--- config.mk ---
export PLATFORM = sky130hd
export DESIGN_NAME = rom_frame_reader
export DESIGN_NICKNAME = d
export VERILOG_FILES = /design/src/rtl/rom_reader_pkg.sv /design/src/rtl/rom_reader_skid_fifo.sv /design/src/rtl/rom_frame_reader.sv
export SDC_FILE = /design/constraint.sdc
export NUM_CORES = 1
export LEC_CHECK = 0
export ABC_AREA = 0
export BUFFER_PORTS_ARGS = -buffer_cell sky130_fd_sc_hd__buf_4
export CAP_MARGIN = 10
export CORE_MARGIN = 5
export CORE_UTILIZATION = 57
export CTS_CLUSTER_DIAMETER = 40
export CTS_CLUSTER_SIZE = 16
export DETAILED_ROUTE_END_ITERATION = 8
export PLACE_DENSITY = 0.79
export SYNTH_ARGS = -nofsm -noshare
export SYNTH_HDL_FRONTEND = slang
export SYNTH_SLANG_ARGS = --single-unit
--- constraint.sdc ---
create_clock -name clk -period 2.4 [get_ports clk]
set_input_delay 0.36 -clock clk [delete_from_list [all_inputs] [get_ports clk]]
set_output_delay 0.36 -clock clk [all_outputs]
set_load 0.02 [all_outputs]
--- src/rtl/rom_reader_pkg.sv ---
// Shared types and constants for the ROM frame reader.
//   state_t     : reader FSM states
//   FIFO_DEPTH  : skid FIFO depth (must cover RD_LATENCY+2 for full rate)
//   FIFO_PTR_W  : FIFO pointer width
//   FIFO_CNT_W  : FIFO occupancy counter width (0..FIFO_DEPTH)
//   tag_t       : frame markers carried alongside each sample
package rom_reader_pkg;

  typedef enum logic [1:0] {
    IDLE,
    ISSUE,
    DRAIN
  } state_t;

  localparam int unsigned FIFO_DEPTH = 4;
  localparam int unsigned FIFO_PTR_W = $clog2(FIFO_DEPTH);
  localparam int unsigned FIFO_CNT_W = FIFO_PTR_W + 1;

  typedef struct packed {
    logic sof;
    logic eof;
  } tag_t;

endpackage

--- src/rtl/rom_reader_skid_fifo.sv ---
// Small synchronous FIFO of {tag, data} absorbing ROM returns while the
// downstream stalls. Depth fixed by FIFO_DEPTH (power of two).
// Ports:
//   clk, rst       : clock, synchronous active-high reset
//   push, wr_tag,
//   wr_data        : write side (ignored when full)
//   pop            : read side advance (ignored when empty)
//   rd_tag, rd_data: head entry (meaningful only when count != 0)
//   count          : current occupancy
module rom_reader_skid_fifo
  import rom_reader_pkg::*;
#(
  parameter int unsigned DATA_WIDTH = 8
) (
  input  logic                  clk,
  input  logic                  rst,
  input  logic                  push,
  input  tag_t                  wr_tag,
  input  logic [DATA_WIDTH-1:0] wr_data,
  input  logic                  pop,
  output tag_t                  rd_tag,
  output logic [DATA_WIDTH-1:0] rd_data,
  output logic [FIFO_CNT_W-1:0] count
);

  tag_t                  tag_mem  [FIFO_DEPTH];
  logic [DATA_WIDTH-1:0] data_mem [FIFO_DEPTH];
  logic [FIFO_PTR_W-1:0] wr_ptr;
  logic [FIFO_PTR_W-1:0] rd_ptr;
  logic                  wr_ok;
  logic                  rd_ok;

  always_comb begin
    wr_ok = push && (count != FIFO_CNT_W'(FIFO_DEPTH));
    rd_ok = pop && (count != '0);
  end

  always_ff @(posedge clk) begin
    if (rst) begin
      wr_ptr <= '0;
      rd_ptr <= '0;
      count  <= '0;
    end else begin
      if (wr_ok) begin
        tag_mem[wr_ptr]  <= wr_tag;
        data_mem[wr_ptr] <= wr_data;
        wr_ptr           <= wr_ptr + FIFO_PTR_W'(1);
      end
      if (rd_ok) begin
        rd_ptr <= rd_ptr + FIFO_PTR_W'(1);
      end
      count <= count + FIFO_CNT_W'(wr_ok) - FIFO_CNT_W'(rd_ok);
    end
  end

  always_comb begin
    rd_tag  = tag_mem[rd_ptr];
    rd_data = data_mem[rd_ptr];
  end

endmodule

--- src/rtl/rom_frame_reader.sv ---
// Sweeps the waveform ROM address bus to read one or more 2**ADDR_WIDTH
// sample frames, hides the ROM read latency behind a credit-limited skid
// FIFO and presents the samples on a valid/ready stream with frame markers.
// Ports:
//   clk, rst     : clock, synchronous active-high reset
//   start, stop  : run control pulses (stop ends at the next frame boundary)
//   busy, done   : run status; done pulses once when the run has drained
//   rom_addr, rom_rd_en, rom_rd_data : single-port ROM interface
//   m_valid, m_ready, m_data, m_sof, m_eof : sample stream
// Build option: define ROM_READER_SIGNED_EN to convert offset-binary ROM
// words to two's complement (MSB inverted) as they enter the FIFO.
module rom_frame_reader
  import rom_reader_pkg::*;
#(
  parameter int unsigned ADDR_WIDTH = 7,
  parameter int unsigned DATA_WIDTH = 8,
  parameter int unsigned RD_LATENCY = 1,
  parameter int unsigned NUM_FRAMES = 1
) (
  input  logic                  clk,
  input  logic                  rst,
  input  logic                  start,
  input  logic                  stop,
  output logic                  busy,
  output logic                  done,
  output logic [ADDR_WIDTH-1:0] rom_addr,
  output logic                  rom_rd_en,
  input  logic [DATA_WIDTH-1:0] rom_rd_data,
  output logic                  m_valid,
  input  logic                  m_ready,
  output logic [DATA_WIDTH-1:0] m_data,
  output logic                  m_sof,
  output logic                  m_eof
);

  localparam int unsigned FRAME_W = (NUM_FRAMES > 1) ? $clog2(NUM_FRAMES) : 1;

  state_t                  state;
  state_t                  state_nxt;
  logic [ADDR_WIDTH-1:0]   addr;
  logic [FRAME_W-1:0]      frame_cnt;
  logic                    stop_pending;

  // Read-return delay line: one stage per cycle of ROM latency.
  logic [RD_LATENCY-1:0]   dl_en;
  logic [RD_LATENCY-1:0]   dl_sof;
  logic [RD_LATENCY-1:0]   dl_eof;

  logic [FIFO_CNT_W-1:0]   inflight;
  logic [FIFO_CNT_W-1:0]   fifo_count;
  logic [FIFO_CNT_W:0]     occupancy;
  logic                    credit_ok;
  logic                    at_last;
  logic                    last_frame;
  logic                    end_run;

  tag_t                    fifo_wr_tag;
  logic [DATA_WIDTH-1:0]   fifo_wr_data;
  tag_t                    fifo_rd_tag;
  logic [DATA_WIDTH-1:0]   fifo_rd_data;
  logic                    fifo_pop;

  always_comb begin
    inflight = '0;
    for (int unsigned i = 0; i < RD_LATENCY; i++) begin
      inflight = inflight + FIFO_CNT_W'(dl_en[i]);
    end
  end

  // Reads already in the delay line own a FIFO slot, so counting them keeps
  // the FIFO from overflowing no matter how long m_ready stays low.
  always_comb begin
    occupancy  = {1'b0, fifo_count} + {1'b0, inflight};
    credit_ok  = occupancy < (FIFO_CNT_W + 1)'(FIFO_DEPTH);
    at_last    = (addr == '1);
    last_frame = (NUM_FRAMES != 0) && (frame_cnt == FRAME_W'(NUM_FRAMES - 1));
    end_run    = at_last && (stop_pending || stop || last_frame);
  end

  always_comb begin
    state_nxt = state;
    rom_rd_en = 1'b0;
    done      = 1'b0;
    case (state)
      IDLE: begin
        if (start) state_nxt = ISSUE;
      end
      ISSUE: begin
        if (credit_ok) begin
          rom_rd_en = 1'b1;
          if (end_run) state_nxt = DRAIN;
        end
      end
      DRAIN: begin
        if ((fifo_count == '0) && (inflight == '0)) begin
          done      = 1'b1;
          state_nxt = IDLE;
        end
      end
      default: state_nxt = IDLE;
    endcase
  end

  always_ff @(posedge clk) begin
    if (rst) begin
      state        <= IDLE;
      addr         <= '0;
      frame_cnt    <= '0;
      stop_pending <= 1'b0;
      dl_en        <= '0;
      dl_sof       <= '0;
      dl_eof       <= '0;
    end else begin
      state     <= state_nxt;
      dl_en[0]  <= rom_rd_en;
      dl_sof[0] <= rom_rd_en && (addr == '0);
      dl_eof[0] <= rom_rd_en && at_last;
      for (int unsigned i = 1; i < RD_LATENCY; i++) begin
        dl_en[i]  <= dl_en[i-1];
        dl_sof[i] <= dl_sof[i-1];
        dl_eof[i] <= dl_eof[i-1];
      end
      case (state)
        IDLE: begin
          // A stop arriving with the start is dropped along with any stale one.
          if (start) begin
            frame_cnt    <= '0;
            stop_pending <= 1'b0;
          end
        end
        ISSUE: begin
          if (stop) stop_pending <= 1'b1;
          if (rom_rd_en) begin
            addr <= addr + ADDR_WIDTH'(1);
            if (at_last) frame_cnt <= frame_cnt + FRAME_W'(1);
          end
        end
        default: ;
      endcase
    end
  end

  always_comb begin
    fifo_wr_tag.sof = dl_sof[RD_LATENCY-1];
    fifo_wr_tag.eof = dl_eof[RD_LATENCY-1];
`ifdef ROM_READER_SIGNED_EN
    fifo_wr_data = {~rom_rd_data[DATA_WIDTH-1], rom_rd_data[DATA_WIDTH-2:0]};
`else
    fifo_wr_data = rom_rd_data;
`endif
  end

  rom_reader_skid_fifo #(
    .DATA_WIDTH (DATA_WIDTH)
  ) u_fifo (
    .clk     (clk),
    .rst     (rst),
    .push    (dl_en[RD_LATENCY-1]),
    .wr_tag  (fifo_wr_tag),
    .wr_data (fifo_wr_data),
    .pop     (fifo_pop),
    .rd_tag  (fifo_rd_tag),
    .rd_data (fifo_rd_data),
    .count   (fifo_count)
  );

  // Stream outputs are forced to zero while the FIFO is empty.
  always_comb begin
    m_valid  = (fifo_count != '0);
    m_data   = m_valid ? fifo_rd_data : '0;
    m_sof    = m_valid && fifo_rd_tag.sof;
    m_eof    = m_valid && fifo_rd_tag.eof;
    fifo_pop = m_valid && m_ready;
    busy     = (state != IDLE);
    rom_addr = addr;
  end

endmodule

==> results.md, run 1 <==
- The analysis attributes to cell leakage a power of 0.00121 uW.
- The total negative setup slack is 0 ns.
- 34 I/O pins were placed.
- In this run the horizontal extent of the chip is 78.3 um.
- The tree built by TritonCTS fans out to 63 sinks.
- The register area share after synthesis is 62.6%.
- The placed instance area is 0.00297 mm2.
- The congestion estimate from routability-driven global placement came to ~0.85.
- The count of buffers added on input and output ports is 33.
- The most used flip-flop cell after synthesis is edfxtp_1.
- The number of antenna diodes in the final layout is 0.
- Dividing total power by cell area gives a power density of 958 mW/mm2.
- In this run the core area contains 24 standard-cell rows.
- Across the VDD grid, the largest voltage drop is 582 uV.
- The synthesized net count is 214.
- The detailed placement HPWL is 3490 um.
- Summing over every cut layer, the via total after detailed routing is 1,663.
- Along the worst path, the maximum fanout reaches 6.
- The maximum achievable frequency is 0.451 GHz.
- The total global routing track utilization is 18.2%.
- The register-to-register setup slack is between 0.2 and 0.25 ns.
- In the routed layout, each cell is associated on average with a via count of roughly 5.7.
- After the last flow step, the layout net total stands at 256.
- In the final routed layout, each cell accounts on average for 17.4 um.
- The count of final hold-check violations is 0.
- Max-cap violations in this run came to 0.
- At the worst endpoint, the required time is 2.04 ns.
- For the worst setup path, the data arrival time is 1.85 ns.
- Yosys printed 0 warnings.
- The cell area after technology mapping is 0.00266 mm2.
- The die outline height is 78.3 um.
- The finished cells cover 0.00319 mm2.
- The worst pin sits at a relative slew slack of 61.1%.
- The share of async-settable or async-resettable flops after synthesis is 0%.
- The flow ran to the end, and the final reports show no timing, DRC or antenna violations.
- The detailed router finished its first iteration with roughly 160 violations.
- Following the worst setup path forward leads to its endpoint at rom_rd_en.
- The clock period minus worst slack is between 2 and 2.5 ns.
- On the final layout, the worst hold slack is 0.235 ns.
- The total DRC errors in the routed layout is 0.
- The launch point of the worst reg-to-reg path is u_fifo.count[1].
- The clock arrives with 0.00727 ns of skew.
- The path class of the tightest hold or removal check is primary input to register.
- The clock reaches the later pin of the worst-skew pair after about 0.33 ns.
- The fraction of synthesized cell area taken by the top area cell type is 45.2%.
- The wire length after detailed routing is about 5000 um.
- The worst-case reg-to-reg path depth is 8.
- The worst hold path begins at rom_rd_data[0].
- Sorting the synthesized cells by area gives the leading types as edfxtp_1 45%, dfxtp_1 17%, mux4_2 8.5%, ha_1 4.2%, and2_1 3.5%.
- Of the cells placed in the final design, the portion with a size suffix greater than 1 is 26.9%.
- The clock-pin slew on the worst setup and hold paths is 0.06 ns.
- The longest clock path from root to sink contains 2 buffers.
- The H-tree generated during clock tree synthesis spans 3 levels.
- The cell count after synthesis came out at 191.
- The number of detailed-routing iterations run before antenna repair is 4.
- The count of cell types in the netlist is 40.
- The number of routed nets with antenna violations is 0.
- TritonCTS built the clock tree.
- The core region is ~0.0044 mm2.
- The cell taking the most area after synthesis is edfxtp_1.
- Once the floorplan was initialized, standard cells occupied 59.8% of the core.
- The relative area change from synthesis to final layout is 19.9%.
- Setup repair after global routing left no endpoint under its margin.
- At the pin with the least slew margin, the transition time is 0.583 ns.
- The number of antenna violations at the first check in global routing was 0.
- Setup violations remaining at the end of the flow were counted as 0.
- The worst setup path is captured at a primary output.
- The synthesized design contains 40 enable-type register cells.
- The origin of the worst setup path is u_fifo.count[2].
- In this run, CTS created clock tree buffers numbering 9.
- Counting instances, the worst hold path has a depth of 1.
- The final worst-path cycle share is 92.3%.
- The worst setup path category is register to primary output.
- After layout, the design draws a total of around 3100 uW.
- The number of global-route vias before repair is 1,713.
- After synthesis the netlist holds a flip-flop and latch count of between 60 and 70.
- The leftover overflow at the end of global routing is 0.
- The max-slew violation count was 0.
- The root buffer cell chosen for the clock tree is clkbuf_8.
- The worst setup path is launched from a register.
- The average cell area after synthesis is ~14 um2.
- The endpoint identified for the worst register-to-register timing path is u_fifo.count[2].
- The die covers 0.00613 mm2.
- The largest net degree at the start of global routing is 25.
- The first global-routing pass estimated approximately 8200 um of wire.
[worst max-delay path, cell delays in order (launching register included)]
cell	delay, ns
dfxtp_1	0.45
ha_1	0.22
and4b_1	0.23
a22oi_2	0.32
inv_2	0.13
buf_4	0.18
[registers in the layout (all words and copies together), names as in the netlist, named ones only]
name and count:
dl_en 1, state 2, dl_sof 1, u_fifo.tag_mem 8, u_fifo.data_mem 32, u_fifo.wr_ptr 2
frame_cnt 1, rom_addr 7, stop_pending 1, u_fifo.count 3, u_fifo.rd_ptr 2, dl_eof 1
[area by class of cell]
| class | count | area (um2) |
|---|---|---|
| Sequential cell | 63 | 1660 |
| Fill cell | 289 | 1260 |
| Multi-Input combinational cell | 109 | 926 |
| Timing Repair Buffer | 37 | 278 |
| Clock buffer | 13 | 139 |
| Clock inverter | 3 | 67.6 |
| Tap cell | 52 | 65.1 |
| Inverter | 13 | 48.8 |
[how the worst min path moves through the flow]
stage | endpoint | slack [ns]
2_1_floorplan | u_fifo.tag_mem[0][0] | 0.44
3_3_place_gp | u_fifo.tag_mem[0][0] | 0.45
3_5_place_dp | u_fifo.tag_mem[3][1] | 0.47
4_1_cts | u_fifo.data_mem[2][0] | 0.22
5_1_grt | u_fifo.data_mem[0][0] | 0.21
6_report | u_fifo.data_mem[0][0] | 0.24
[cells in the final DEF, fill, tap and decap left out, types with 3 or more instances in the layout]
cell	Yosys	layout
nand3_1	3	3
edfxtp_1	40	40
o21ai_0	6	6
ha_1	9	9
inv_1	12	12
or3_1	3	3
nor2b_1	5	5
buf_4	0	37
clkbuf_1	3	4
clkbuf_8	0	9
mux4_2	10	10
dfxtp_1	23	23
nand2_1	4	4
nor2_1	12	12
or4_1	3	3
nor4_1	3	3
and2_1	15	15
xnor2_1	3	3
a21oi_1	6	6
[through the flow]
stage,utilization [%],worst slack [ns],instances
floorplan,-,0.334,191
global placement,66.8,0.303,273
detailed placement,66.8,0.129,273
CTS,71.5,0.0852,289
global route,71.7,0.0659,290
finish,71.7,0.185,290
[kinds of logic (layout without fill, tap and decap cells)]
| family | Yosys count | after routing | synth area share, % |
|---|---|---|---|
| compound gates | 18 | 18 | 3.91 |
| flops | 63 | 63 | 62.6 |
| simple gates | 62 | 62 | 14.0 |
| xor+xnor | 5 | 5 | 1.65 |
| buf+inv | 19 | 66 | 2.78 |
| fa+ha+maj | 10 | 10 | 4.99 |
| mux | 14 | 14 | 10.1 |
[synthesized netlist by cell type (4+ instances only)]
master,number
edfxtp_1,40
dfxtp_1,23
and2_1,15
inv_1,12
nor2_1,12
mux4_2,10
ha_1,9
a21oi_1,6
o21ai_0,6
nor2b_1,5
nand2_1,4
[where the power goes]
part / leakage, uW / internal (uW) / switching, uW
sequential: 0.000551 / 1220 / 67.2
clock: 0.0000978 / 587 / 368
combinational: 0.000557 / 397 / 414
total: 0.00121 / 2200 / 850
[repair_timing]
action	4_1_cts	5_1_grt
setup buffers	0	1
hold buffers	0	0
setup endpoints to repair	1	1
pin swaps	0	1
gates resized for setup	1	0
[metal layers]
metal  track usage, %  wire length (um)
met1             20.9              2030
met2             30.1              2620
met3             6.64               332
met4             8.92                70
met5                0                 0
Note: power is estimated with default switching activity, not from simulation.
==> run 2: changes to the inputs <==
Settings changed: BUFFER_PORTS_ARGS -buffer_cell sky130_fd_sc_hd__buf_4 to -buffer_cell sky130_fd_sc_hd__buf_2.
==> run 2 against run 1 <==
Compared with the run above: sequential share of layout area is 1.2 points higher; worst setup slack worse by 0.0028 ns; critical endpoint unchanged; clock power is 7% higher; final cell count stayed put; clock skew is 0.0022 ns higher; count of clock-buffer cells in the layout is 1 lower; via count is 1.4% lower; worst hold slack better by 0.0075 ns; non-clock buffer count stayed put; fmax is 0.12% lower; power is 0.23% lower.
==> results.md, run 2 (synthesis results as in run 1) <==
- The die outline height is 78.3 um (unchanged).
- The first-pass GRT wire length is 7930 um (was 8210 um).
- The worst-skew pair later-pin latency is 0.33 ns (about the same).
- The post-CTS repair timing setup buffer count was 0 (unchanged).
- The standard cell with the maximum stage delay on the critical path is dfxtp_1 (unchanged).
- The maximum vdd drop came to 563 uV (was 582 uV).
- The launching element type of the critical path is a register (unchanged).
- The leftover overflow at the end of global routing was 0 (unchanged).
- Cell Chain, Critical Path: ha_1, and4b_1, a22oi_1, buf_4, inv_2, buf_2 (was ha_1, and4b_1, a22oi_2, inv_2, buf_4).
- The weighted congestion reported at the end of routability-driven placement was 0.774 (was 0.846).
- The total global routing track utilization is 17.4% (was 18.2%).
- The number of routed nets with antenna violations came to 0 (unchanged).
- Top library cells by usage in the layout, fill and taps aside: 40 x edfxtp_1, 33 x buf_2, 22 x dfxtp_1, 15 x and2_1 (was 40 x edfxtp_1, 37 x buf_4, 23 x dfxtp_1, 15 x and2_1).
- The wire length after detailed routing was 4780 um (was 5050 um).
- The total of endpoints with negative setup slack in the final report is 0 (unchanged).
- The final worst-path cycle share came to 92.4% (was 92.3%).
- The most frequent standard cell in the layout excluding fill and tap cells is edfxtp_1 (unchanged).
- The count of H-tree levels built during CTS is 3 (unchanged).
- The leakage power total came to 0.00121 uW (about the same).
- The register ranked first by flip-flop count is u_fifo.data_mem (unchanged).
- The clock skew was 0.00943 ns (was 0.00727 ns).
- The total DRC errors in the routed layout is 0 (unchanged).
- The initial standard-cell utilization of the core was 59.8% (unchanged).
- The max-slew violation count was 0 (unchanged).
- The total via count after detailed routing is 1,640 (was 1,663).
- The number of nets in the layout is 256 (unchanged).
- The total negative setup slack is 0 ns (unchanged).
- The number of global-route vias before repair is 1,658 (was 1,713).
- The clock period minus worst slack was 2.22 ns (was 2.21 ns).
- The transition time of the tightest slew-check pin was 0.520 ns (was 0.583 ns).
- The maximum achievable frequency is 0.451 GHz (about the same).
- The number of I/O port buffers was 33 (unchanged).
- The flip-flop count of the largest register, all copies and words added was 32 (unchanged).
- Unrepaired setup endpoints after global routing: no (unchanged).
- The kind of end point of the critical path is a primary output (unchanged).
- The number of detailed-routing iterations run before antenna repair is 5 (was 4).
- The number of vias per cell was 5.66 (was 5.73).
- The maximum root-to-sink buffer count is 2 (unchanged).
- The data required time of the worst path is 2.04 ns (about the same).
- The worst setup path category was register to primary output (unchanged).
- The total inserted antenna cells is 0 (unchanged).
- The largest net degree at the start of global routing is 25 (unchanged).
- The filler cell count is 301 (was 289).
- The power density over the cells is 977 mW/mm2 (was 958 mW/mm2).
- The detailed placement HPWL is 3350 um (was 3490 um).
- The fraction of final layout cells sized beyond drive strength 1 was 27.3% (was 26.9%).
- The TritonCTS clock tree is built (unchanged).
- The tightest slew margin relative to the limit is 65.3% (was 61.1%).
- The floorplan die width was 78.3 um (unchanged).
- The placed instance area was 0.00289 mm2 (was 0.00297 mm2).
- The arrival time of the worst setup path is 1.86 ns (was 1.85 ns).
- The delay of the slowest cell on the worst path came to 0.42 ns (was 0.45 ns).
- The hold-fix buffer count after cts was 0 (unchanged).
- The number of sinks handled by clock tree synthesis is 63 (unchanged).
- The cell chosen for the clock root was clkbuf_8 (unchanged).
- The register-to-register setup slack was 0.21 ns (was 0.24 ns).
- Status: finished, final reports clean (unchanged).
- The area of the die is 0.00613 mm2 (unchanged).
- The site row count is 24 (unchanged).
- The worst-path maximum fanout is 10 (was 6).
- The number of antenna violations at the first check in global routing is 0 (unchanged).
- The post-route cell area is 0.00312 mm2 (was 0.00319 mm2).
- The total CTS buffers is 9 (unchanged).
- The per-cell routed wire length came to 16.5 um (was 17.4 um).
- The number of DRC markers in iteration 0 is 93 (was 155).
- The count of final hold-check violations was 0 (unchanged).
- The number of max-capacitance violations reported is 0 (unchanged).
- The classification of the worst-slack hold path was primary input to register (unchanged).
- The clock-pin slew on the worst setup and hold paths is 0.07 ns (was 0.06 ns).
- The core area is 0.00444 mm2 (unchanged).
- The number of placed I/O pins came to 34 (unchanged).
- The relative area change from synthesis to final layout was 17.3% (was 19.9%).
-- run 2: changes by cell type in the layout (fill, tap and decap cells not counted), sizes merged --
cell      before  now
clkinv         0    2
clkbuf        13   12
clkinvlp       1    0
-- run 2: critical path, delay by kind of cell, from the launching register on --
kind	cells	cell delay, ns
simple gates	1	0.22
flops	1	0.42
compound gates	1	0.24
buf+inv	3	0.44
fa+ha+maj	1	0.21
-- run 2: repair_timing --
action                                  CTS  global route
hold endpoints to repair                  0             0
resized for setup                         0             1
endpoints found under the setup margin    0             1
-- run 2: per-stage QoR --
step	utilization [%]	cells	setup WS (ns)	hold slack, ns	power (uW)
2_1_floorplan	-	191	0.334	0.438	1820
3_3_place_gp	65.1	274	0.340	0.464	2030
3_5_place_dp	65.1	274	0.228	0.493	2070
4_1_cts	70.1	290	0.109	0.230	3080
5_1_grt	70.1	290	0.0395	0.230	3210
6_report	70.1	290	0.182	0.243	3040
-- run 2: area by class of cell --
class | instances | area [um2] | area share [%]
clock buffers | 12 | 155 | 4.98
clock inverters | 4 | 67.6 | 2.17
inverters | 13 | 48.8 | 1.57
multi-input cells | 109 | 921 | 29.6
flip-flops and latches | 63 | 1660 | 53.4
well taps | 52 | 65.1 | 2.09
repair buffers | 37 | 195 | 6.27
-- run 2: layer usage --
metal | vias to the layer above | wire length [um] | track usage [%]
li1 | 786 | - | -
met4 | 0 | 78 | 9.44
met2 | 47 | 2410 | 27.7
met5 | - | 0 | 0
met1 | 799 | 2090 | 21.8
met3 | 8 | 208 | 4.58
-- run 2: worst paths after layout --
check                  start                    end  cells past startpoint
max reg2reg  u_fifo.count[0]        u_fifo.count[1]                      7
min reg2reg     stop_pending           stop_pending                      2
max          u_fifo.count[1]              rom_rd_en                      6
min           rom_rd_data[3]  u_fifo.data_mem[2][3]                      1
-- run 2: report_power, final --
| part | switching (uW) | leakage, uW | internal, uW | total (uW) |
|---|---|---|---|---|
| Clock | 381 | 0.000112 | 635 | 1020 |
| Sequential | 64.7 | 0.000551 | 1220 | 1280 |
| Combinational | 406 | 0.000542 | 339 | 744 |
==> run 3: changes to the inputs <==
Settings changed: BUFFER_PORTS_ARGS -buffer_cell sky130_fd_sc_hd__buf_2 to default, DONT_BUFFER_PORTS from default to 1, PLACE_DENSITY 0.79 to 0.72.
==> run 3 against run 2 <==
Compared with the run above: die area is the same; largest cell class unchanged; power down 6.3%; critical endpoint unchanged; combinational power fell by 14%; fmax up 3.1%; critical path type unchanged; count of clock-buffer cells in the layout down 2; first-iteration DRC count grew 6.5%; register-to-register slack improved by 0.09 ns.
==> results.md, run 3 (synthesis results as in run 1) <==
- The standard cell with the maximum stage delay on the critical path is dfxtp_1 (unchanged).
- The site row count was 24 (unchanged).
- The worst setup path category is register to primary output (unchanged).
- The maximum vdd drop is 493 uV (was 563 uV).
- The total of endpoints with negative setup slack in the final report is 0 (unchanged).
- The filler cell count is 316 (was 301).
- The family with the most delay on the worst path is flip-flops (was buffers and inverters).
- The maximum achievable frequency came to 0.465 GHz (was 0.451 GHz).
- The worst-skew pair later-pin latency is 0.34 ns (was 0.33 ns).
- The clock group share of total power is 32.3% (was 33.4%).
- The register ranked first by flip-flop count is u_fifo.data_mem (unchanged).
- The clock skew is 0.00747 ns (was 0.00943 ns).
- The number of DRC markers in iteration 0 is 99 (was 93).
- The cell chosen for the clock root is clkbuf_8 (unchanged).
- The number of nets in the layout was 225 (was 256).
- The TritonCTS clock tree was built (unchanged).
- The core area was 0.00444 mm2 (unchanged).
- The total DRC errors in the routed layout is 0 (unchanged).
- The number of I/O port buffers is 0 (was 33).
- The leakage power total is 0.00105 uW (was 0.00121 uW).
- The share of power burned in combinational logic is 22.5% (was 24.5%).
- The arrival time of the worst setup path is 1.79 ns (was 1.86 ns).
- The number of buffer and inverter stages on the critical path was 2 (was 3).
- The number of placed I/O pins was 34 (unchanged).
- The count of final hold-check violations was 0 (unchanged).
- The count of H-tree levels built during CTS is 3 (unchanged).
- The final worst-path cycle share came to 89.7% (was 92.4%).
- The number of global-route vias before repair is 1,602 (was 1,658).
- The total negative setup slack is 0 ns (unchanged).
- The first-pass GRT wire length is 7690 um (was 7930 um).
- The transition time of the tightest slew-check pin is 0.550 ns (was 0.520 ns).
- The kind of end point of the critical path was a primary output (unchanged).
- The floorplan die width is 78.3 um (unchanged).
- The setup slack of the critical path after layout is 0.248 ns (was 0.182 ns).
- The area of the die is 0.00613 mm2 (unchanged).
- The number of antenna violations at the first check in global routing came to 0 (unchanged).
- The switching share of power is 29.9% (was 28.0%).
- The total CTS buffers was 9 (unchanged).
- The detailed placement HPWL is 3190 um (was 3350 um).
- The most frequent standard cell in the layout excluding fill and tap cells is edfxtp_1 (unchanged).
- The leftover overflow at the end of global routing is 0 (unchanged).
- The clock-pin slew on the worst setup and hold paths came to 0.07 ns (about the same).
- The number of sinks handled by clock tree synthesis is 63 (unchanged).
- The data required time of the worst path came to 2.04 ns (about the same).
- The wire length after detailed routing was 4680 um (was 4780 um).
- The number of max-capacitance violations reported is 0 (unchanged).
- Status: finished, final reports clean (unchanged).
- Top library cells by usage in the layout, fill and taps aside: 40 x edfxtp_1, 23 x dfxtp_1, 15 x and2_1, 12 x inv_1, 12 x nor2_1 (was 40 x edfxtp_1, 33 x buf_2, 22 x dfxtp_1, 15 x and2_1).
- The weighted congestion reported at the end of routability-driven placement is 0.764 (was 0.774).
- Unrepaired setup endpoints after global routing: no (unchanged).
- The per-cell routed wire length is 18.1 um (was 16.5 um).
- Cell Chain, Critical Path: ha_1, and4b_1, a22oi_2, inv_2, buf_4 (was ha_1, and4b_1, a22oi_1, buf_4, inv_2, buf_2).
- The clock period minus worst slack came to 2.15 ns (was 2.22 ns).
- The fraction of final layout cells sized beyond drive strength 1 came to 17.9% (was 27.3%).
- The worst slack after detailed placement is 0.303 ns (was 0.228 ns).
- The switching power is 853 uW (was 852 uW).
- The tightest slew margin relative to the limit is 63.3% (was 65.3%).
- The die outline height is 78.3 um (unchanged).
- The largest net degree at the start of global routing is 25 (unchanged).
- The total inserted antenna cells is 0 (unchanged).
- The number of routed nets with antenna violations is 0 (unchanged).
- The maximum root-to-sink buffer count came to 2 (unchanged).
- The max-slew violation count came to 0 (unchanged).
- The internal power consumption is 2000 uW (was 2190 uW).
- The total via count after detailed routing came to 1,543 (was 1,640).
- The delay of the slowest cell on the worst path is 0.44 ns (was 0.42 ns).
- The number of vias per cell is 5.96 (was 5.66).
- The worst-path maximum fanout is 6 (was 10).
- The total global routing track utilization was 16.7% (was 17.4%).
- The classification of the worst-slack hold path is primary input to register (unchanged).
- The portion of total power attributed to sequential cells is 45.2% (was 42.1%).
- The launching element type of the critical path is a register (unchanged).
- The flip-flop count of the largest register, all copies and words added came to 32 (unchanged).
- The relative area change from synthesis to final layout is 11.2% (was 17.3%).
- The register-to-register setup slack is 0.30 ns (was 0.21 ns).
- The number of detailed-routing iterations run before antenna repair is 4 (was 5).
- The hold-fix buffer count after cts is 0 (unchanged).
- The initial standard-cell utilization of the core came to 59.8% (unchanged).
- The power density over the cells came to 966 mW/mm2 (was 977 mW/mm2).
[run 3: path summary, 6_finish.rpt]
path / startpoint / to / cells after the start
worst min-delay path: rst / rom_addr[1] / 1
worst min register to register: dl_eof / u_fifo.tag_mem[0][0] / 0
worst max-delay path: u_fifo.count[2] / rom_rd_en / 5
worst max register to register: u_fifo.count[1] / u_fifo.count[2] / 8
[run 3: power groups by stage]
| stage | Sequential, uW | Clock [uW] | Combinational, uW |
|---|---|---|---|
| 6_report | 1290 | 922 | 641 |
| 5_1_grt | 1300 | 996 | 713 |
| 4_1_cts | 1290 | 949 | 657 |
| 3_5_place_dp | 1310 | 0 | 656 |
| 3_3_place_gp | 1300 | 0 | 629 |
| 2_1_floorplan | 1280 | 0 | 536 |
[run 3: cell type report]
class	count	area [um2]	share of cell area (%)
clock buffer	10	138	4.66
clock inverter	6	68.8	2.33
inverter	13	48.8	1.65
multi-input combinational	109	926	31.4
sequential	63	1660	56.3
tap	52	65.1	2.20
timing repair buffer	6	45.0	1.53
[run 3: through the flow]
step	utilization, %	total power, uW	cells	cell area (um2)	hold slack (ns)
2_1_floorplan	-	1820	191	2660	0.438
3_3_place_gp	61.7	1930	243	2740	0.433
3_5_place_dp	61.7	1970	243	2740	0.435
4_1_cts	66.3	2900	259	2950	0.0606
5_1_grt	66.4	3010	259	2950	0.0646
6_report	66.4	2850	259	2950	0.0846
[run 3: routing by layer]
| metal | vias up | GRT usage (%) | routed length (um) |
|---|---|---|---|
| met4 | 0 | 11.7 | 137 |
| met2 | 39 | 27.5 | 2340 |
| met1 | 765 | 18.8 | 1980 |
| li1 | 727 | - | - |
| met3 | 12 | 4.81 | 228 |
| met5 | - | 0 | 0 |
[run 3: repair_timing]
action                     in CTS  in global routing
setup endpoints to repair       0                  1
buffers inserted                0                  0
gates resized for setup         0                  1
